[config.mk]
export PLATFORM = sky130hd
export DESIGN_NAME = level_sequencer
export DESIGN_NICKNAME = d
export VERILOG_FILES = /design/src/rtl/level_sequencer.sv
export SDC_FILE = /design/constraint.sdc
export NUM_CORES = 1
export LEC_CHECK = 0
export ABC_AREA = 0
export CORE_MARGIN = 2
export CORE_UTILIZATION = 30
export CTS_CLUSTER_DIAMETER = 200
export DETAILED_ROUTE_END_ITERATION = 16
export SETUP_SLACK_MARGIN = 0.1
export SLEW_MARGIN = 15
export SYNTH_ARGS = -nofsm -noshare
export SYNTH_HDL_FRONTEND = slang
export SYNTH_SLANG_ARGS = --single-unit
[constraint.sdc]
create_clock -name vga_clock -period 3.3 [get_ports vga_clock]
set_input_delay 0.66 -clock vga_clock [delete_from_list [all_inputs] [get_ports vga_clock]]
set_output_delay 0.66 -clock vga_clock [all_outputs]
set_load 0.03 [all_outputs]
[src/rtl/level_sequencer.sv]
// -----------------------------------------------------------------------------
// level_sequencer
//   Game-flow controller sitting downstream of the per-level modules. It
//   watches win/lose from the active level, pauses for HOLD_CYCLES between
//   levels, advances the level index or spends a life, and holds the active
//   level in reset (level_reset_n=0) whenever the game is not in S_PLAY.
//
// Optional feature macro: LEVEL_SEQ_SKIP_EN
//   When defined, adds input skip_button. A rising edge while playing acts
//   exactly like a win (debug aid). When undefined the port does not exist.
//
// Ports
//   vga_clock      in   pixel clock, all state on posedge
//   reset          in   asynchronous, active-low
//   start_button   in   active-high level, rising edge detected here
//   win / lose     in   level-sensitive results from the active level
//   skip_button    in   (LEVEL_SEQ_SKIP_EN only) debug skip, edge detected
//   level_reset_n  out  0 = hold active level in reset (registered)
//   level_index    out  current level
//   lives          out  remaining lives
//   game_state     out  encoded FSM state for HUD/LEDs
//   game_won       out  high in S_WON
//   game_over      out  high in S_OVER
// -----------------------------------------------------------------------------
module level_sequencer #(
  parameter int NUM_LEVELS  = 4,
  parameter int START_LIVES = 3,
  parameter int HOLD_CYCLES = 25_000_000
) (
  input  logic                                                  vga_clock,
  input  logic                                                  reset,
  input  logic                                                  start_button,
  input  logic                                                  win,
  input  logic                                                  lose,
`ifdef LEVEL_SEQ_SKIP_EN
  input  logic                                                  skip_button,
`endif
  output logic                                                  level_reset_n,
  output logic [((NUM_LEVELS > 1) ? $clog2(NUM_LEVELS) : 1)-1:0] level_index,
  output logic [2:0]                                            lives,
  output logic [2:0]                                            game_state,
  output logic                                                  game_won,
  output logic                                                  game_over
);

  localparam int IDX_W = (NUM_LEVELS > 1) ? $clog2(NUM_LEVELS) : 1;
  localparam int CNT_W = (HOLD_CYCLES > 1) ? $clog2(HOLD_CYCLES) : 1;

  localparam logic [IDX_W-1:0] LAST_IDX   = IDX_W'(NUM_LEVELS - 1);
  localparam logic [CNT_W-1:0] CNT_LAST   = CNT_W'(HOLD_CYCLES - 1);
  localparam logic [2:0]       LIVES_INIT = 3'(START_LIVES);

  typedef enum logic [2:0] {
    S_IDLE      = 3'd0,
    S_PLAY      = 3'd1,
    S_WIN_HOLD  = 3'd2,
    S_LOSE_HOLD = 3'd3,
    S_WON       = 3'd4,
    S_OVER      = 3'd5
  } state_t;

  state_t           r_state;
  logic             r_start_q;
  logic [IDX_W-1:0] r_idx;
  logic [2:0]       r_lives;
  logic [CNT_W-1:0] r_cnt;
  logic             r_level_reset_n;
  logic             r_game_won;
  logic             r_game_over;

  state_t           w_state_nxt;
  logic [IDX_W-1:0] w_idx_nxt;
  logic [2:0]       w_lives_nxt;
  logic [CNT_W-1:0] w_cnt_nxt;
  logic             w_start_edge;
  logic             w_advance;

  assign w_start_edge = start_button & ~r_start_q;

`ifdef LEVEL_SEQ_SKIP_EN
  logic r_skip_q;
  logic w_skip_edge;

  assign w_skip_edge = skip_button & ~r_skip_q;
  assign w_advance   = win | w_skip_edge;

  always_ff @(posedge vga_clock or negedge reset) begin
    if (!reset) r_skip_q <= 1'b0;
    else        r_skip_q <= skip_button;
  end
`else
  assign w_advance = win;
`endif

  // Next-state logic. The hold counter only runs in the hold states and is
  // cleared on the exit cycle, so each pause is exactly HOLD_CYCLES long.
  always_comb begin
    w_state_nxt = r_state;
    w_idx_nxt   = r_idx;
    w_lives_nxt = r_lives;
    w_cnt_nxt   = r_cnt;
    case (r_state)
      S_IDLE, S_WON, S_OVER: begin
        if (w_start_edge) begin
          w_state_nxt = S_PLAY;
          w_idx_nxt   = '0;
          w_lives_nxt = LIVES_INIT;
          w_cnt_nxt   = '0;
        end
      end
      S_PLAY: begin
        // win takes priority over lose so a simultaneous pair costs no life
        if (w_advance) begin
          w_state_nxt = S_WIN_HOLD;
          w_cnt_nxt   = '0;
        end else if (lose) begin
          w_state_nxt = S_LOSE_HOLD;
          w_cnt_nxt   = '0;
          if (r_lives != 3'd0) w_lives_nxt = r_lives - 3'd1;
        end
      end
      S_WIN_HOLD: begin
        if (r_cnt == CNT_LAST) begin
          w_cnt_nxt = '0;
          if (r_idx == LAST_IDX) begin
            w_state_nxt = S_WON;
          end else begin
            w_idx_nxt   = r_idx + IDX_W'(1);
            w_state_nxt = S_PLAY;
          end
        end else begin
          w_cnt_nxt = r_cnt + CNT_W'(1);
        end
      end
      S_LOSE_HOLD: begin
        if (r_cnt == CNT_LAST) begin
          w_cnt_nxt   = '0;
          w_state_nxt = (r_lives == 3'd0) ? S_OVER : S_PLAY;
        end else begin
          w_cnt_nxt = r_cnt + CNT_W'(1);
        end
      end
      default: begin
        w_state_nxt = S_IDLE;
        w_cnt_nxt   = '0;
      end
    endcase
  end

  // Outputs are registered from the next state so they line up exactly with
  // r_state and are glitch-free toward the level modules.
  always_ff @(posedge vga_clock or negedge reset) begin
    if (!reset) begin
      r_state         <= S_IDLE;
      r_start_q       <= 1'b0;
      r_idx           <= '0;
      r_lives         <= LIVES_INIT;
      r_cnt           <= '0;
      r_level_reset_n <= 1'b0;
      r_game_won      <= 1'b0;
      r_game_over     <= 1'b0;
    end else begin
      r_state         <= w_state_nxt;
      r_start_q       <= start_button;
      r_idx           <= w_idx_nxt;
      r_lives         <= w_lives_nxt;
      r_cnt           <= w_cnt_nxt;
      r_level_reset_n <= (w_state_nxt == S_PLAY);
      r_game_won      <= (w_state_nxt == S_WON);
      r_game_over     <= (w_state_nxt == S_OVER);
    end
  end

  assign level_reset_n = r_level_reset_n;
  assign level_index   = r_idx;
  assign lives         = r_lives;
  assign game_state    = r_state;
  assign game_won      = r_game_won;
  assign game_over     = r_game_over;

endmodule
==> results of run 1 <==
[metal layers]
metal / vias up / share of wire (%) / global-route usage, %
met3: 5 / 2.7 / 1.68
met5: - / 0 / 0
met1: 849 / 51 / 17.2
met4: 0 / 1.5 / 5.23
li1: 886 / - / -
met2: 32 / 45 / 19.7
[flip-flops by register name, summed over array words and instances, names as in the netlist]
name / flops
level_index: 2
game_state: 3
lives: 3
level_reset_n: 1
game_over: 1
r_start_q: 1
r_cnt: 25
game_won: 1
[layout make-up]
class	instances	area [sq um]	area share [%]
clock buffers	7	96.3	3.94
clock inverters	1	5.00	0.205
inverters	10	37.5	1.54
multi-input cells	174	1100	44.9
flip-flops and latches	37	928	38.0
well taps	96	120	4.91
repair buffers	17	160	6.55
[cell usage after synthesis, types with 2 or more instances]
master	n	area share, %
sky130_fd_sc_hd__a21o_1	3	1.1
sky130_fd_sc_hd__a21o_2	2	0.82
sky130_fd_sc_hd__a21oi_1	19	4.5
sky130_fd_sc_hd__a22o_1	3	1.2
sky130_fd_sc_hd__a31oi_1	12	3.5
sky130_fd_sc_hd__a32oi_1	3	1.2
sky130_fd_sc_hd__a41oi_1	2	0.82
sky130_fd_sc_hd__and2_1	2	0.59
sky130_fd_sc_hd__and3_1	3	0.88
sky130_fd_sc_hd__and4_1	3	1.2
sky130_fd_sc_hd__buf_1	2	0.35
sky130_fd_sc_hd__buf_6	4	2.1
sky130_fd_sc_hd__clkbuf_1	4	0.70
sky130_fd_sc_hd__dfrtp_1	35	41
sky130_fd_sc_hd__dfstp_2	2	2.5
sky130_fd_sc_hd__ha_1	4	2.3
sky130_fd_sc_hd__inv_1	10	1.8
sky130_fd_sc_hd__mux2i_1	7	3.3
sky130_fd_sc_hd__nand2_1	20	3.5
sky130_fd_sc_hd__nand2b_1	4	1.2
sky130_fd_sc_hd__nand3_1	13	3.0
sky130_fd_sc_hd__nand4_1	7	2.1
sky130_fd_sc_hd__nor2_1	12	2.1
sky130_fd_sc_hd__nor2b_1	4	1.2
sky130_fd_sc_hd__nor3_1	7	1.6
sky130_fd_sc_hd__nor3b_1	3	1.1
sky130_fd_sc_hd__nor4_1	3	0.88
sky130_fd_sc_hd__o211ai_1	2	0.70
sky130_fd_sc_hd__o21a_1	3	1.1
sky130_fd_sc_hd__o21ai_0	11	2.6
sky130_fd_sc_hd__o31ai_1	3	1.1
sky130_fd_sc_hd__or2b_1	3	1.1
sky130_fd_sc_hd__or3_1	2	0.59
[per-stage QoR]
step | util [%] | std cells | hold slack (ps)
2_1_floorplan | - | 232 | 364
3_3_place_gp | 34.3 | 334 | 468
3_5_place_dp | 34.3 | 334 | 480
4_1_cts | 35.8 | 342 | 491
5_1_grt | 35.8 | 342 | 524
6_report | 35.8 | 342 | 458
[cells by family (layout without fill, tap and decap cells)]
group | Yosys count | count (layout) | share of synthesized area, %
simple gates | 94 | 94 | 24.8
compound gates | 69 | 69 | 21.0
flops | 37 | 37 | 43.5
buf+inv | 21 | 35 | 5.15
mux | 7 | 7 | 3.28
fa+ha+maj | 4 | 4 | 2.34
[path summary, 6_finish.rpt]
kind                                         endpoint                   from
setup / recovery                 r_cnt[4]$_DFFE_PN0P_                    win
hold / removal             level_index[0]$_DFFE_PN0P_                  reset
setup reg to reg                r_cnt[12]$_DFFE_PN0P_   r_cnt[7]$_DFFE_PN0P_
hold reg to reg                 r_cnt[14]$_DFFE_PN0P_  r_cnt[14]$_DFFE_PN0P_
max in group asynchronous       r_cnt[15]$_DFFE_PN0P_                  reset
min in group vga_clock          r_cnt[14]$_DFFE_PN0P_  r_cnt[14]$_DFFE_PN0P_
[where the power goes]
group | total, mW | internal [mW] | switching [mW]
logic | 0.474 | 0.201 | 0.274
clock network | 0.348 | 0.189 | 0.159
registers | 0.615 | 0.522 | 0.0924
total | 1.44 | 0.912 | 0.525
==> out/metrics.sh, run 1 <==
OUTCOME='complete, no violations'
TOTAL_LEAKAGE_POWER_nW=1.04
WORSTREGTOREGCELLS=6
WORSTSETUPPATHDEPTH=6
CRITPATHSLOWESTCELL='sky130_fd_sc_hd__nor2_1'
GLOBAL_ROUTE_TOTAL_OVERFLOW=0
DPL.HPWL_MICRONS=3180
ANTENNA_VIOLATIONS_BEFORE_REPAIR=0
SYNTH_EDF_COUNT=0
FINALNETCOUNT=254
FINAL_SLEW_VIOLATIONS=0
DESIGN_AREA_SQ_UM=2440
CTS_TREE='done'
TIMING_HOLD_VIOLATIONS_FINAL=0
LAYOUT_COMMON_CELLS='sky130_fd_sc_hd__dfrtp_1 (35), sky130_fd_sc_hd__nand2_1 (20), sky130_fd_sc_hd__a21oi_1 (19), sky130_fd_sc_hd__clkdlybuf4s50_1 (14), sky130_fd_sc_hd__nand3_1 (13)'
CRITPATHMAXSTAGEDELAY_PS=850
MAX-SLEW-MARGIN-REL_PCT=25.8
GLOBALROUTETOTALUTIL_PCT=12.5
CLOCK_SINK_COUNT=37
SYNTHARSTFLOPSHARE_PCT=100
TOTALWIRELENGTH_MICRONS=4570
YS_FF_LATCH=37
F_MAX_MHz=432
PLACE_WORST_SETUP_SLACK_PS=681
CLK_PIN_SLEW_PS=70
FINALSETUPTNS_PS=0
CELLPOWERDENSITY_nW_PER_UM2=588
POST_SYN_INSTANCES=232
DRC=0
POST_SYNTH_INSTANCE_AREA_SQ_UM=2140
ANT_NETS=0
FINAL.SETUP_SKEW_PS=6.06
CRITICAL_PATH_CLASS='input pin to flip-flop'
POSTCTSSETUPREPAIRBUFS=0
ANT_CELLS=0
POST_CTS_REPAIR_RESIZE_COUNT=0
SYNTHESIS.NETS=241
SETUP_VIOL=0
CORE_AREA_SQ_UM=6830
FLOORPLAN.INITIALDENSITY_PCT=31.3
LAYOUT_MIN_CYCLE_TIME_PS=2310
VIASPERCELL=5.18
IO_BUFFERS=15
DIE_H_MICRONS=88.4
FLOORPLAN.DIE_AREA_SQ_UM=7810
ROWS=30
GRT_PASS1_VIAS=1639
CTSHOLDBUFFERS=0
YS_FLOP_TYPE='sky130_fd_sc_hd__dfrtp_1'
CTS_INSERTED_BUFFERS=5
WORSTHOLDPATHTYPE='input pin to async pin'
MAX_SLEW.WORST_PIN.SLEW_PS=1110
DIE-WIDTH_MICRONS=88.4
ROUTE.VIAS.TOTAL=1772
DRT_PRE_ANTENNA_ITERS=4
CLK-INSERTION-DELAY-LATE_PS=290
CRIT_PATH_CELL_TRACE='clkdlybuf4s50_1 > nor2_1 > mux2i_1 > nor2_1 > o21ai_0 > o31ai_1'
WORST-ENDPOINT-REQUIRED_PS=3500
POST_DRT_WL_PER_CELL_MICRONS=13.4
SYNTH.YOSYS.SEQ_AREA_SHARE_PCT=43.5
FIN_WS_PS=987
DRIVE_ABOVE_1_SHARE_PCT=9.76
TIMING.CRITICAL_PATH.FROM_TYPE='input pin'
REGISTER_TO_REGISTER_SETUP_SLACK_PS=1000
LAYOUT_COMMONEST_CELL='sky130_fd_sc_hd__dfrtp_1'
CRIT_PATH_END_KIND='flip-flop'
LARGEST_NET_DEGREE_AT_THE_START_OF_GLOBAL_ROUTING=38
CRIT_BUF_INV=1
HTREE_NUM_LEVELS=2
PLACEDINSTANCEAREA_SQ_UM=2340
COUNT_OF_BOUNDARY_I_O_PINS=16
AREA_GROWTH_PCT=14.5
CRITPATHTOPFAMILY='simple AND/OR/NAND/NOR gates'
YOSYSUNIQUECELLTYPES=48
CTS_BUFFER_DEPTH=2
YOSYS_WARNINGS=0
UNREPAIRED_SETUP_ENDPOINTS_AFTER_GLOBAL_ROUTING='false'
MAX_CAPACITANCE_VIOLATION_COUNT=0
CLK_ROOT_BUFFER_CELL='sky130_fd_sc_hd__clkbuf_8'
POWER.IR.VDD_WORST_V=0.000176
P_TOTAL_mW=1.44
PATH_MAX_FANOUT=16
GRT_FIRST_PASS_WIRELENGTH_MICRONS=7730
GP_CONGESTION=0.828
SYNTHESIS.AREA_PER_INSTANCE_SQ_UM=9.21
WORST_EP_ARRIVAL_PS=2510
FILLCELLCOUNT=691
NUMBER_OF_DRC_MARKERS_IN_ITERATION_0=95
CRIT_TOP_CELL='sky130_fd_sc_hd__nor2_1'
FIN_CRIT_SH_PCT=70.1
Note: power is estimated with default switching activity, not from simulation.
==> inputs of run 2 (changes only) <==
clock period = 2.05 ns   (was 3.3 ns; I/O delays follow)
==> out/metrics.sh, run 2 (synthesized netlist as in run 1, its figures left out) <==
OUTCOME='complete, no violations'
FINAL_SLEW_VIOLATIONS=0
CTSHOLDBUFFERS=0
GLOBALROUTETOTALUTIL_PCT=13.6
VIASPERCELL=5.16
FIN_CRIT_SH_PCT=96.4
CELLINTERNALPOWER_mW=1.54
CLK-INSERTION-DELAY-LATE_PS=290
TOTAL_LEAKAGE_POWER_nW=1.17
GRT_FIRST_PASS_WIRELENGTH_MICRONS=8380
FLOORPLAN.DIE_AREA_SQ_UM=7810
FINAL_CORE_UTIL_PCT=39.0
AREA_GROWTH_PCT=24.6
DRIVE_ABOVE_1_SHARE_PCT=19.2
WORST_EP_ARRIVAL_PS=2160
GLOBAL_ROUTE_TOTAL_OVERFLOW=0
CRITICAL_PATH_CLASS='flip-flop to flip-flop'
CRIT_PATH_END_KIND='flip-flop'
CTS_BUFFER_DEPTH=2
CRITPATHMAXSTAGEDELAY_PS=550
CLOCK_SINK_COUNT=37
REGISTER_TO_REGISTER_SETUP_SLACK_PS=70
FLOORPLAN.INITIALDENSITY_PCT=31.3
POST_DRT_WL_PER_CELL_MICRONS=13.9
CRITPATHTOPFAMILY='simple AND/OR/NAND/NOR gates'
CTS_INSERTED_BUFFERS=5
PLACE_WORST_SETUP_SLACK_PS=-307
LAYOUT_COMMONEST_CELL='sky130_fd_sc_hd__dfrtp_1'
FIN_WS_PS=73.4
PATH_MAX_FANOUT=32
CLK_PIN_SLEW_PS=80
DESIGN_AREA_SQ_UM=2660
CRIT_PATH_CELL_TRACE='or4_4 > nor4_4 > a21oi_2 > buf_12 > and3_4 > a211o_1'
F_MAX_MHz=506
ANT_NETS=0
NUMBER_OF_DRC_MARKERS_IN_ITERATION_0=87
GP_CONGESTION=0.760
CELLPOWERDENSITY_nW_PER_UM2=920
SEQPWRFRAC_PCT=39.3
CLK_ROOT_BUFFER_CELL='sky130_fd_sc_hd__clkbuf_8'
WORSTREGTOREGCELLS=6
WORSTHOLDPATHTYPE='input pin to async pin'
PLACEDINSTANCEAREA_SQ_UM=2490
LAYOUT_COMMON_CELLS='sky130_fd_sc_hd__dfrtp_1 (34), sky130_fd_sc_hd__nand2_1 (20), sky130_fd_sc_hd__a21oi_1 (19), sky130_fd_sc_hd__buf_4 (18)'
TERMINUS_OF_THE_CRITICAL_FLOP_TO_FLOP_PATH='r_cnt[12]$_DFFE_PN0P_'
IO_BUFFERS=15
FILLCELLCOUNT=699
SETUP_VIOL=0
ROUTE.VIAS.TOTAL=1863
GRT_PASS1_VIAS=1729
WORST-ENDPOINT-REQUIRED_PS=2230
FINAL.SETUP_SKEW_PS=6.49
POWER.IR.VDD_WORST_V=0.000247
DIE_H_MICRONS=88.4
MAX_FLOP_REGISTER='r_cnt'
UNREPAIRED_SETUP_ENDPOINTS_AFTER_GLOBAL_ROUTING='true'
REG2REG_FROM='r_cnt[7]$_DFFE_PN0P_'
DRC=0
CRITPATHSLOWESTCELL='sky130_fd_sc_hd__or4_4'
NET-SWITCHING-POWER_mW=0.908
LARGEST_NET_DEGREE_AT_THE_START_OF_GLOBAL_ROUTING=33
MAX_SLEW.WORST_PIN.SLEW_PS=533
CLOCKPOWERSHARE_PCT=23.4
ANT_CELLS=0
COMB_POWER_SHARE_PCT=37.3
DRT_PRE_ANTENNA_ITERS=4
HTREE_NUM_LEVELS=2
SWITCHING_SHARE_PCT=37.1
FINALNETCOUNT=273
TOTALWIRELENGTH_MICRONS=5010
CTS_TREE='done'
TIMING_HOLD_VIOLATIONS_FINAL=0
CP-STARTPOINT='r_cnt[7]$_DFFE_PN0P_'
MAX-SLEW-MARGIN-REL_PCT=64.4
TIMING.CRITICAL_PATH.FROM_TYPE='flip-flop'
LAYOUT_MIN_CYCLE_TIME_PS=1980
ANTENNA_VIOLATIONS_BEFORE_REPAIR=0
CRIT_BUF_INV=1
COUNT_OF_BOUNDARY_I_O_PINS=16
DIE-WIDTH_MICRONS=88.4
CORE_AREA_SQ_UM=6830
DPL.HPWL_MICRONS=3480
MAX_CAPACITANCE_VIOLATION_COUNT=0
ROWS=30
LARGEST_REG_FLOPS=25
-- run 2: layer usage --
layer / up-vias / part of all wire, % / GRT usage [%]
met5: - / 0 / 0
met4: 0 / 1.8 / 4.13
met3: 7 / 1.4 / 2.52
met2: 17 / 45 / 21.6
met1: 912 / 52 / 19.0
li1: 927 / - / -
-- run 2: worst max path at each step --
stage,endpoint,slack [ps],depth (start not counted)
2_1_floorplan,r_cnt[6]$_DFFE_PN0P_,120,7
3_3_place_gp,r_cnt[6]$_DFFE_PN0P_,-270,6
3_5_place_dp,r_cnt[4]$_DFFE_PN0P_,-310,6
4_1_cts,r_cnt[2]$_DFFE_PN0P_,20,7
5_1_grt,r_cnt[12]$_DFFE_PN0P_,10,6
6_report,r_cnt[12]$_DFFE_PN0P_,70,6
-- run 2: power by group through the flow --
stage                     Clock [mW]  Combinational (mW)  Sequential [mW]
after floorplan                    0               0.535             1.04
after CTS                      0.586               0.899            0.956
final                          0.574               0.913            0.963
after detailed placement           0               0.876            0.967
after global routing           0.627               0.994            0.981
after global placement             0               0.862            0.963
-- run 2: final cells by class --
type	count	area, sq um	area share [%]
clock buffer	7	96.3	3.62
clock inverter	1	5.00	0.188
inverter	10	37.5	1.41
multi-input combinational	175	1140	43.0
sequential	37	930	34.9
tap	96	120	4.51
timing repair buffer	35	328	12.3
-- run 2: repair_timing --
| item | CTS | global route |
|---|---|---|
| resized for setup | 3 | 11 |
| endpoints found under the setup margin | 23 | 19 |
| buffers inserted | 1 | 1 |
| gates cloned | 0 | 1 |
| pin swaps | 0 | 3 |
-- run 2: through the flow --
stage	hold WS, ps	std cells	TNS [ps]	total power, mW
final	58.2	361	0	2.45
after global placement	397	350	-3150	1.82
after floorplan	114	232	0	1.57
after global routing	82.6	361	0	2.60
after CTS	74.7	359	0	2.44
after detailed placement	397	350	-3430	1.84
==> edit 1: new RTL, settings of run 2 <==
Put one more register stage on the output `level_index`, with the module's reset. The value now appears one clock later. The other outputs are not delayed to match.
--- a/src/rtl/level_sequencer.sv
+++ b/src/rtl/level_sequencer.sv
@@ -172,7 +172,13 @@
   end
 
   assign level_reset_n = r_level_reset_n;
-  assign level_index   = r_idx;
+  always_ff @(posedge vga_clock or negedge reset) begin
+    if (!reset) begin
+      level_index <= '0;
+    end else begin
+      level_index <= r_idx;
+    end
+  end
   assign lives         = r_lives;
   assign game_state    = r_state;
   assign game_won      = r_game_won;
Formal check against the unedited RTL: same outputs for any inputs over 10 cycles, from zero or initial values and one cycle with reset low; that may be too few to reach the edited logic, so the function may still have changed.
==> edit 1 against run 2 <==
- the run now ends with negative setup slack left
- critical path depth down 1
- wire length up 18%
- worst hold slack better by 0.0019 ns
- sequential cell count up 2
- worst setup slack worse by 0.14 ns
- synthesized cell count down 2.6%
- utilization up 7.8 points
- clock skew about the same
- via count up 7.7%
- design area up 19%
- power up 24%
- area after synthesis down 1.2%
- critical endpoint is now r_cnt[21]
==> edit 1: results (changes against run 2) <==
[cells_and_area]
fin_area_um2 = 3178  ; +19%
signal_buffers = 75  ; +110%
fin_nets = 308  ; +13%
final-clk-cell-share_pct = 2.795  ; -1.0 points
register_area_um2 = 979.7  ; +5.4%
drive_gt1_share_pct = 39.33  ; +20 points
buf_share_pct = 21.26  ; +8.9 points

[worst_setup_path]
cp_max_fo = 8  ; -75%
worstRegToRegCells = 5  ; -1
cp.arrival_ns = 2.36  ; +0.20 ns

[cts]
postCtsSetupRepairBufs = 10  ; +9
clk_latency_ns = 0.31  ; +0.02 ns
cts_resized = 27  ; +24

[timing]
setup_violations = 12  ; +12
setup_tns_ns = -0.3921  ; -0.3921 ns
skew_ns = 0.006671  ; +0.0001806 ns
relSlewSlack_pct = 66.53  ; +2.2 points
layout_setup_ws_ns = -0.06688  ; -0.1403 ns

[grt]
grt_pass1_wl_mm = 9.397  ; +12%
grt_pass1_vias = 1928  ; +12%
grt_max_degree = 22  ; -33%

[floorplan]
dieWidth_um = 87.88  ; -0.56%

[status]
violations = negative setup slack
run_status = finished with violations

[placed_design]
place_area_um2 = 2716  ; +9.2%
dpl.cell_count = 373  ; +6.6%
place_ws_ns = -0.4259  ; -0.1184 ns

[logic_synthesis]
ys_seq_area_share_pct = 46.35  ; +2.9 points
synth_compound_area_share_pct = 19.26  ; -1.7 points
synthMuxAreaShare_pct = 0.4742  ; -2.8 points
synth_adder_area_share_pct = 2.371  ; +0.028 points
netlist_instances = 226  ; -2.6%
syn_nets = 235  ; -2.5%

[routing]
wl_met1_mm = 2.793  ; +7.8%
wl_met2_mm = 2.865  ; +27%
wirelength_mm = 5.904  ; +18%
drt_first_iter_violations = 64  ; -26%

-- edit 1: cell count changes in the layout (fill, tap and decap cells not counted), moves of 5 or more --
cell | before | now
or3_1 | 2 | 8
mux2i_1 | 7 | 1
o21ai_1 | 0 | 5
o21ai_2 | 0 | 5
a21oi_1 | 19 | 4
a21oi_2 | 1 | 8
buf_6 | 0 | 8
buf_4 | 18 | 48
a31oi_1 | 12 | 2
nand3_1 | 12 | 4
-- edit 1: worst paths after layout --
check                           startpoint        endpoint  slack, ns
worst max-delay path             r_cnt[10]       r_cnt[21]      -0.07
worst min-delay path                 reset  level_index[0]       0.06
worst max register to register   r_cnt[10]       r_cnt[21]      -0.07
worst min register to register    r_idx[1]  level_index[1]       0.46
max in group asynchronous            reset        r_cnt[4]       1.51
min in group vga_clock            r_idx[1]  level_index[1]       0.46
-- edit 1: where the power goes --
part,internal (uW),leakage [uW],switching [uW]
Sequential,892,0.000506,89.3
Clock,237,0.0000402,302
Combinational,723,0.000843,798
Total,1850,0.00139,1190
==> edit 2: new RTL, config.mk and constraints of run 2 <==
Without the edit above. `HOLD_CYCLES`: 25_000_000 -> 50_000_000.
--- a/src/rtl/level_sequencer.sv
+++ b/src/rtl/level_sequencer.sv
@@ -25,7 +25,7 @@
 module level_sequencer #(
   parameter int NUM_LEVELS  = 4,
   parameter int START_LIVES = 3,
-  parameter int HOLD_CYCLES = 25_000_000
+  parameter int HOLD_CYCLES = 50_000_000
 ) (
   input  logic                                                  vga_clock,
   input  logic                                                  reset,
Formal check against the unedited RTL: same outputs for any inputs over 10 cycles, from zero or initial values and one cycle with reset low; that may be too few to reach the edited logic, so the function may still have changed.
==> edit 2 against run 2 <==
- sequential cell count up 1
- count of clock-buffer cells in the layout decreased by 1
- worst setup slack better by 0.098 ns
- global-route usage down 0.28 points
- area after synthesis fell by 0.94%
- design area increased by 4.2%
- wire length is 5.0% lower
Power is not compared: it rests on default switching activity, and its combinational part moved more than twofold at a synthesized area within 25%.
==> edit 2: results (changes against run 2) <==
[status]
run_status = finished clean

[worst_setup_path]
cp_slowest_cell = clkdlybuf4s50_1
r2r-start = r_cnt[4]
cp_slowest_stage_delay_ns = 0.66  ; +0.11 ns
worstRegToRegCells = 5  ; -1
cp.arrival_ns = 1.47  ; -0.69 ns
cp_max_fo = 2  ; -94%

[cells_and_area]
fin_nets = 280  ; +2.6%
largest_register_ffs = 26  ; +4.0%
drive_gt1_share_pct = 25.74  ; +6.5 points

[timing]
skew_ns = 0.009629  ; +0.003139 ns
relSlewSlack_pct = 62.04  ; -2.3 points
layout_setup_ws_ns = 0.1712  ; +0.09775 ns

[logic_synthesis]
netlist_top_cells_area = dfrtp_1, nand3_1, nor2_1, xor2_1, a21oi_1
avgSynthCellArea_um2 = 9.617  ; +4.5%
synthTopCellsByCount = dfrtp_1, nor2_1, nand3_1

[routing]
wl_met2_mm = 2.138  ; -5.5%
vias_per_cell = 4.940  ; -4.3%
drt_first_iter_violations = 80  ; -8.0%
wirelength_mm = 4.762  ; -5.0%
wl_met3_um = 111  ; +63%
wire_per_inst_um = 12.94  ; -6.8%

[placed_design]
hpwl_mm = 3.484  ; +0.14%
gp_congestion = 0.7875  ; +3.7%
place_area_um2 = 2604  ; +4.6%

[grt]
met3_usage_pct = 3.676  ; +1.2 points
grt_pass1_wl_mm = 7.983  ; -4.8%
use_met2_pct = 19.49  ; -2.1 points
grt.met1_usage_pct = 19.39  ; +0.37 points
grt_pass1_vias = 1652  ; -4.5%

==> edit 2: how the worst min path moves through the flow <==
stage / slack, ns / to / cells past startpoint
detailed placement: 0.40 / r_start_q / 2
CTS: 0.06 / r_start_q / 2
global route: 0.06 / r_start_q / 2
global placement: 0.39 / r_cnt[7] / 2
floorplan: 0.11 / game_over / 0
finish: 0.06 / r_start_q / 2
==> edit 2: area by class of cell <==
type	instances	area, um2	share of cell area, %
clock buffers	6	72.57	2.617
clock inverters	2	10.01	0.3610
inverters	9	33.78	1.218
multi-input cells	166	1139	41.06
flip-flops and latches	38	959.7	34.61
well taps	96	120.1	4.332
repair buffers	51	437.9	15.79
==> edit 2: repair_timing <==
item	CTS	global route
hold buffers	0	0
buffers inserted	0	4
endpoints found under the setup margin	0	30
resized for setup	0	17
==> edit 2: kinds of logic after synthesis <==
logic type,synth area share (%)
adders and majority gates,2.366
buffers and inverters,3.134
muxes,1.005
xor gates and xnor gates,4.554
AOI/OAI and AO/OA,13.84
DFF,45.06
and+or+nand+nor,30.04
